===== config.mk =====
export PLATFORM = sky130hd
export DESIGN_NAME = counter_nbit
export DESIGN_NICKNAME = d
export VERILOG_FILES = /design/src/rtl/counter_pkg.sv /design/src/rtl/counter_step.sv /design/src/rtl/counter_nbit.sv
export SDC_FILE = /design/constraint.sdc
export NUM_CORES = 1
export LEC_CHECK = 0
export ABC_CLOCK_PERIOD_IN_PS = 3100
export CAP_MARGIN = 40
export CORE_ASPECT_RATIO = 1.75
export CORE_MARGIN = 5
export CORE_UTILIZATION = 45
export DETAILED_ROUTE_END_ITERATION = 16
export PLACE_DENSITY = 0.81
export SLEW_MARGIN = 5
export SYNTH_ARGS = -nofsm -noshare
export SYNTH_HDL_FRONTEND = slang
export SYNTH_HIERARCHICAL = 1
export SYNTH_SLANG_ARGS = --single-unit

===== constraint.sdc =====
create_clock -name clock -period 3.1 [get_ports clock]
set_input_delay 0.465 -clock clock [delete_from_list [all_inputs] [get_ports clock]]
set_output_delay 0.465 -clock clock [all_outputs]
set_load 0.05 [all_outputs]

===== src/rtl/counter_pkg.sv =====
// Shared definitions for the counter family: end-of-range modes and
// parameter legality checking used at elaboration.
package counter_pkg;

  localparam int unsigned CNT_WRAP = 0;
  localparam int unsigned CNT_SAT  = 1;

  // True when width is 2..32 and max_val lies in 1..2**width-1.
  function automatic bit params_ok(input int unsigned width, input longint unsigned max_val);
    longint unsigned limit;
    if (width < 2 || width > 32) return 1'b0;
    limit = (64'd1 << width) - 64'd1;
    return (max_val >= 64'd1) && (max_val <= limit);
  endfunction

endpackage


===== src/rtl/counter_step.sv =====
// Combinational single-step of the counter: next value for one up/down
// step within 0..max_val, plus an event bit on a wrap or saturation.
module counter_step #(
  parameter int unsigned WIDTH = 8
) (
  input  logic [WIDTH-1:0] cnt,
  input  logic             up,
  input  logic             sat_mode,
  input  logic [WIDTH-1:0] max_val,
  output logic [WIDTH-1:0] cnt_next_c,
  output logic             event_c
);

  // Explicit bound compares keep wrap at MAX_VAL independent of binary overflow.
  always_comb begin
    cnt_next_c = cnt;
    event_c    = 1'b0;
    if (up) begin
      if (cnt >= max_val) begin
        event_c    = 1'b1;
        cnt_next_c = sat_mode ? max_val : '0;
      end else begin
        cnt_next_c = cnt + WIDTH'(1);
      end
    end else begin
      if (cnt == '0) begin
        event_c    = 1'b1;
        cnt_next_c = sat_mode ? '0 : max_val;
      end else begin
        cnt_next_c = cnt - WIDTH'(1);
      end
    end
  end

endmodule


===== src/rtl/counter_nbit.sv =====
// Parametrised up/down counter with load, wrap/saturate mode, registered
// terminal-event pulse and sticky event flag.
module counter_nbit
  import counter_pkg::*;
#(
  parameter int unsigned     WIDTH    = 8,
  parameter longint unsigned MAX_VAL  = (64'd1 << WIDTH) - 64'd1,
  parameter int unsigned     SATURATE = CNT_WRAP
) (
  input  logic             clock,
  input  logic             reset,
  input  logic             enable,
  input  logic             load,
  input  logic [WIDTH-1:0] cnt_in,
  input  logic             up,
  input  logic             flag_clr,
  output logic [WIDTH-1:0] cnt,
  output logic             tc,
  output logic             flag
);

  localparam logic [WIDTH-1:0] MAX_W    = WIDTH'(MAX_VAL);
  localparam logic             SAT_MODE = (SATURATE == CNT_SAT);

  if (!params_ok(WIDTH, MAX_VAL)) begin : g_bad_params
    $error("counter_nbit: illegal WIDTH/MAX_VAL combination");
  end

  logic [WIDTH-1:0] load_val_c;
  logic [WIDTH-1:0] step_val_c;
  logic             step_event_c;
  logic             flag_kept_c;

  counter_step #(
    .WIDTH (WIDTH)
  ) u_step (
    .cnt        (cnt),
    .up         (up),
    .sat_mode   (SAT_MODE),
    .max_val    (MAX_W),
    .cnt_next_c (step_val_c),
    .event_c    (step_event_c)
  );

  // Out-of-range loads clamp to the top of the count range.
  assign load_val_c  = (cnt_in > MAX_W) ? MAX_W : cnt_in;
  assign flag_kept_c = flag & ~flag_clr;

  // Priority reset > load > enable; an event sets the flag even against flag_clr.
  always_ff @(posedge clock) begin
    if (reset) begin
      cnt  <= '0;
      tc   <= 1'b0;
      flag <= 1'b0;
    end else if (load) begin
      cnt  <= load_val_c;
      tc   <= 1'b0;
      flag <= flag_kept_c;
    end else if (enable) begin
      cnt  <= step_val_c;
      tc   <= step_event_c;
      flag <= step_event_c | flag_kept_c;
    end else begin
      tc   <= 1'b0;
      flag <= flag_kept_c;
    end
  end

endmodule


==> impl_metrics.json <==
{
  "status": "complete, no violations",
  "grt_max_degree": 17,
  "syn_area_mm2": 0.00116,
  "cp.required_ns": 3.24,
  "finClkSkew_ns": 0.00135,
  "rsz0062_at_grt": "false",
  "rows": 24,
  "die_area_mm2": 0.00373,
  "p_leak_nw": 0.723,
  "synth_fa_ha_area_frac": 0.119,
  "dr.pass1.iters": 4,
  "finalHoldViolations": 0,
  "die_h_um": 77.1,
  "place_ws_ns": 0.517,
  "htreeDepth": 1,
  "synth_top_area_frac": 0.173,
  "tightestPinTransition_ns": 0.563,
  "yosys.area_share.xor_xnor": 0.0757,
  "synth_ff_type": "dfxtp_1",
  "drcViolationCount": 0,
  "power_mw": 0.538,
  "yosys_warnings": 6,
  "worstPathMaxFanout": 14,
  "vias": 1182,
  "muxShareOfSynthArea": 0.0789,
  "fin_hold_ws_ns": 0.475,
  "diodes": 0,
  "tritoncts": "yes",
  "cts_buffers": 3,
  "initial_core_util": 0.464,
  "synth_cell_type_count": 43,
  "synth-compound-area-share": 0.229,
  "grt_pass1_wl_um": 5020,
  "place_hpwl_um": 2460,
  "fin_ws_ns": 0.515,
  "synth_top_cells_by_count": "a211oi_1 (11), ha_1 (11), inv_1 (11), dfxtp_1 (10), nor2b_1 (9)",
  "synth_simple_gate_area_frac": 0.235,
  "min_path_type": "reg -> reg",
  "arrival_ns": 2.73,
  "period_share": 0.834,
  "max_freq_mhz": 387,
  "async_reset_ff_frac": 0,
  "yosysTopAreaCell": "dfxtp_1",
  "startpoint_type": "flip-flop",
  "ant_nets": 0,
  "area_growth_pct": 29.6,
  "synth_edf_count": 0,
  "place_congestion": 0.836,
  "multi_input_area_um2": 936,
  "drive_gt1_frac": 0.0745,
  "fin_crit_ns": 2.59,
  "grt_pass1_vias": 1202,
  "synth_top_family_by_area": "simple AND/OR/NAND/NOR gates",
  "syn_inst": 148,
  "routed_wl_um": 3010,
  "avgSynthCellArea_um2": 7.82,
  "peakVddDrop_uv": 332,
  "drv_slew": 0,
  "finalSetupViolCount": 0,
  "netlist_top_cells_area": "dfxtp_1 (17%), ha_1 (12%), a211oi_1 (7.1%)",
  "yosysSeqAreaShare": 0.173,
  "synth_seq_cells": 10,
  "cts_resized": 0,
  "num-fill-cells": 228,
  "io_pins": 24,
  "endpoint_kind": "flip-flop",
  "register_area_um2": 200,
  "final_nets": 215,
  "wl_per_cell_um": 14.1,
  "max-slew-margin-rel": 0.624,
  "max-cap-violations": 0,
  "cts_sinks": 10,
  "drt_iter0_markers": 32,
  "overflow": 0,
  "power.density_mw_per_mm2": 359,
  "track_usage": 0.161,
  "viasPerCell": 5.52,
  "hold_buffers": 0,
  "insertion_delay_ns": 0.23,
  "cts_root_buffer": "clkbuf_8",
  "path_clk_slew_ns": 0.04,
  "port_buffers": 23,
  "cts_setup_buffers": 0,
  "critPathKind": "reg -> reg",
  "grt_antenna_before_repair": 0,
  "coreArea_mm2": 0.00249,
  "die_w_um": 48.3,
  "cts_max_path_buffers": 2,
  "setup_tns_ns": 0
}
==> worst max-delay path, stage by stage (launching register included) <==
cell,delay [ns]
dfxtp_1,0.37
ha_1,0.34
nor2b_1,0.14
o211a_1,0.19
a211oi_1,0.33
o21ai_0,0.16
buf_4,0.21
mux2_2,0.28
a21oi_1,0.14
mux2i_1,0.10
a211oi_1,0.24
==> cell type report <==
cell class                      instances  share of cell area
Clock buffer                            3              0.0275
Inverter                               12              0.0300
Multi-Input combinational cell        138               0.624
Sequential cell                        10               0.133
Tap cell                               26              0.0217
Timing Repair Buffer                   25               0.163
==> through the flow <==
step	util	std cells	instance area [um^2]
after floorplan	-	168	1230
after global placement	0.585	211	1460
after detailed placement	0.585	211	1460
after CTS	0.602	214	1500
after global routing	0.602	214	1500
final	0.602	214	1500
==> sequential cells by signal (all words and copies together), names as in the netlist <==
register,count
cnt,8
flag,1
tc,1
==> cell families after synthesis <==
group / count (synthesis)
xor+xnor: 10
mux: 9
fa+ha+maj: 11
buf+inv: 20
compound gates: 37
flops: 10
other cells: 2
simple gates: 49
==> cell usage in the layout (no fill, tap or decap), drive strengths merged, types with 2 or more instances in the layout <==
| cell type | netlist | routed |
|---|---|---|
| clkdlybuf4s50 | 0 | 23 |
| conb | 2 | 22 |
| inv | 12 | 12 |
| a211oi | 11 | 11 |
| ha | 11 | 11 |
| dfxtp | 10 | 10 |
| nor2b | 9 | 9 |
| mux2i | 8 | 8 |
| nand2 | 8 | 8 |
| a21oi | 7 | 7 |
| nand3 | 6 | 6 |
| nor2 | 5 | 5 |
| nand2b | 5 | 5 |
| xnor2 | 5 | 5 |
| xor2 | 5 | 5 |
| nor3 | 5 | 5 |
| clkbuf | 3 | 3 |
| a31oi | 3 | 3 |
| o22ai | 3 | 3 |
| buf | 5 | 2 |
| a31o | 2 | 2 |
| nand4 | 2 | 2 |
| o21ai | 2 | 2 |
| and3 | 2 | 2 |
| or3 | 2 | 2 |
| or2 | 2 | 2 |
==> routing by layer <==
layer | vias up | global-route usage | wire, um
met1 | 534 | 0.161 | 1160
li1 | 597 | - | -
met5 | - | 0 | 0
met4 | 0 | 0.105 | 140
met3 | 14 | 0.0155 | 103
met2 | 37 | 0.300 | 1600
==> worst paths after layout <==
check        endpoint   start  depth (start not counted)  slack (ns)
min              flag    flag                          2        0.47
min reg2reg      flag    flag                          2        0.47
max            cnt[2]  cnt[1]                         10        0.51
max reg2reg    cnt[2]  cnt[1]                         10        0.51
==> where the power goes <==
part | switching [mW] | total [mW] | internal, mW
Combinational | 0.138 | 0.251 | 0.113
Sequential | 0.0210 | 0.160 | 0.139
Clock | 0.0423 | 0.127 | 0.0843
Note: power is estimated with default switching activity, not from simulation.
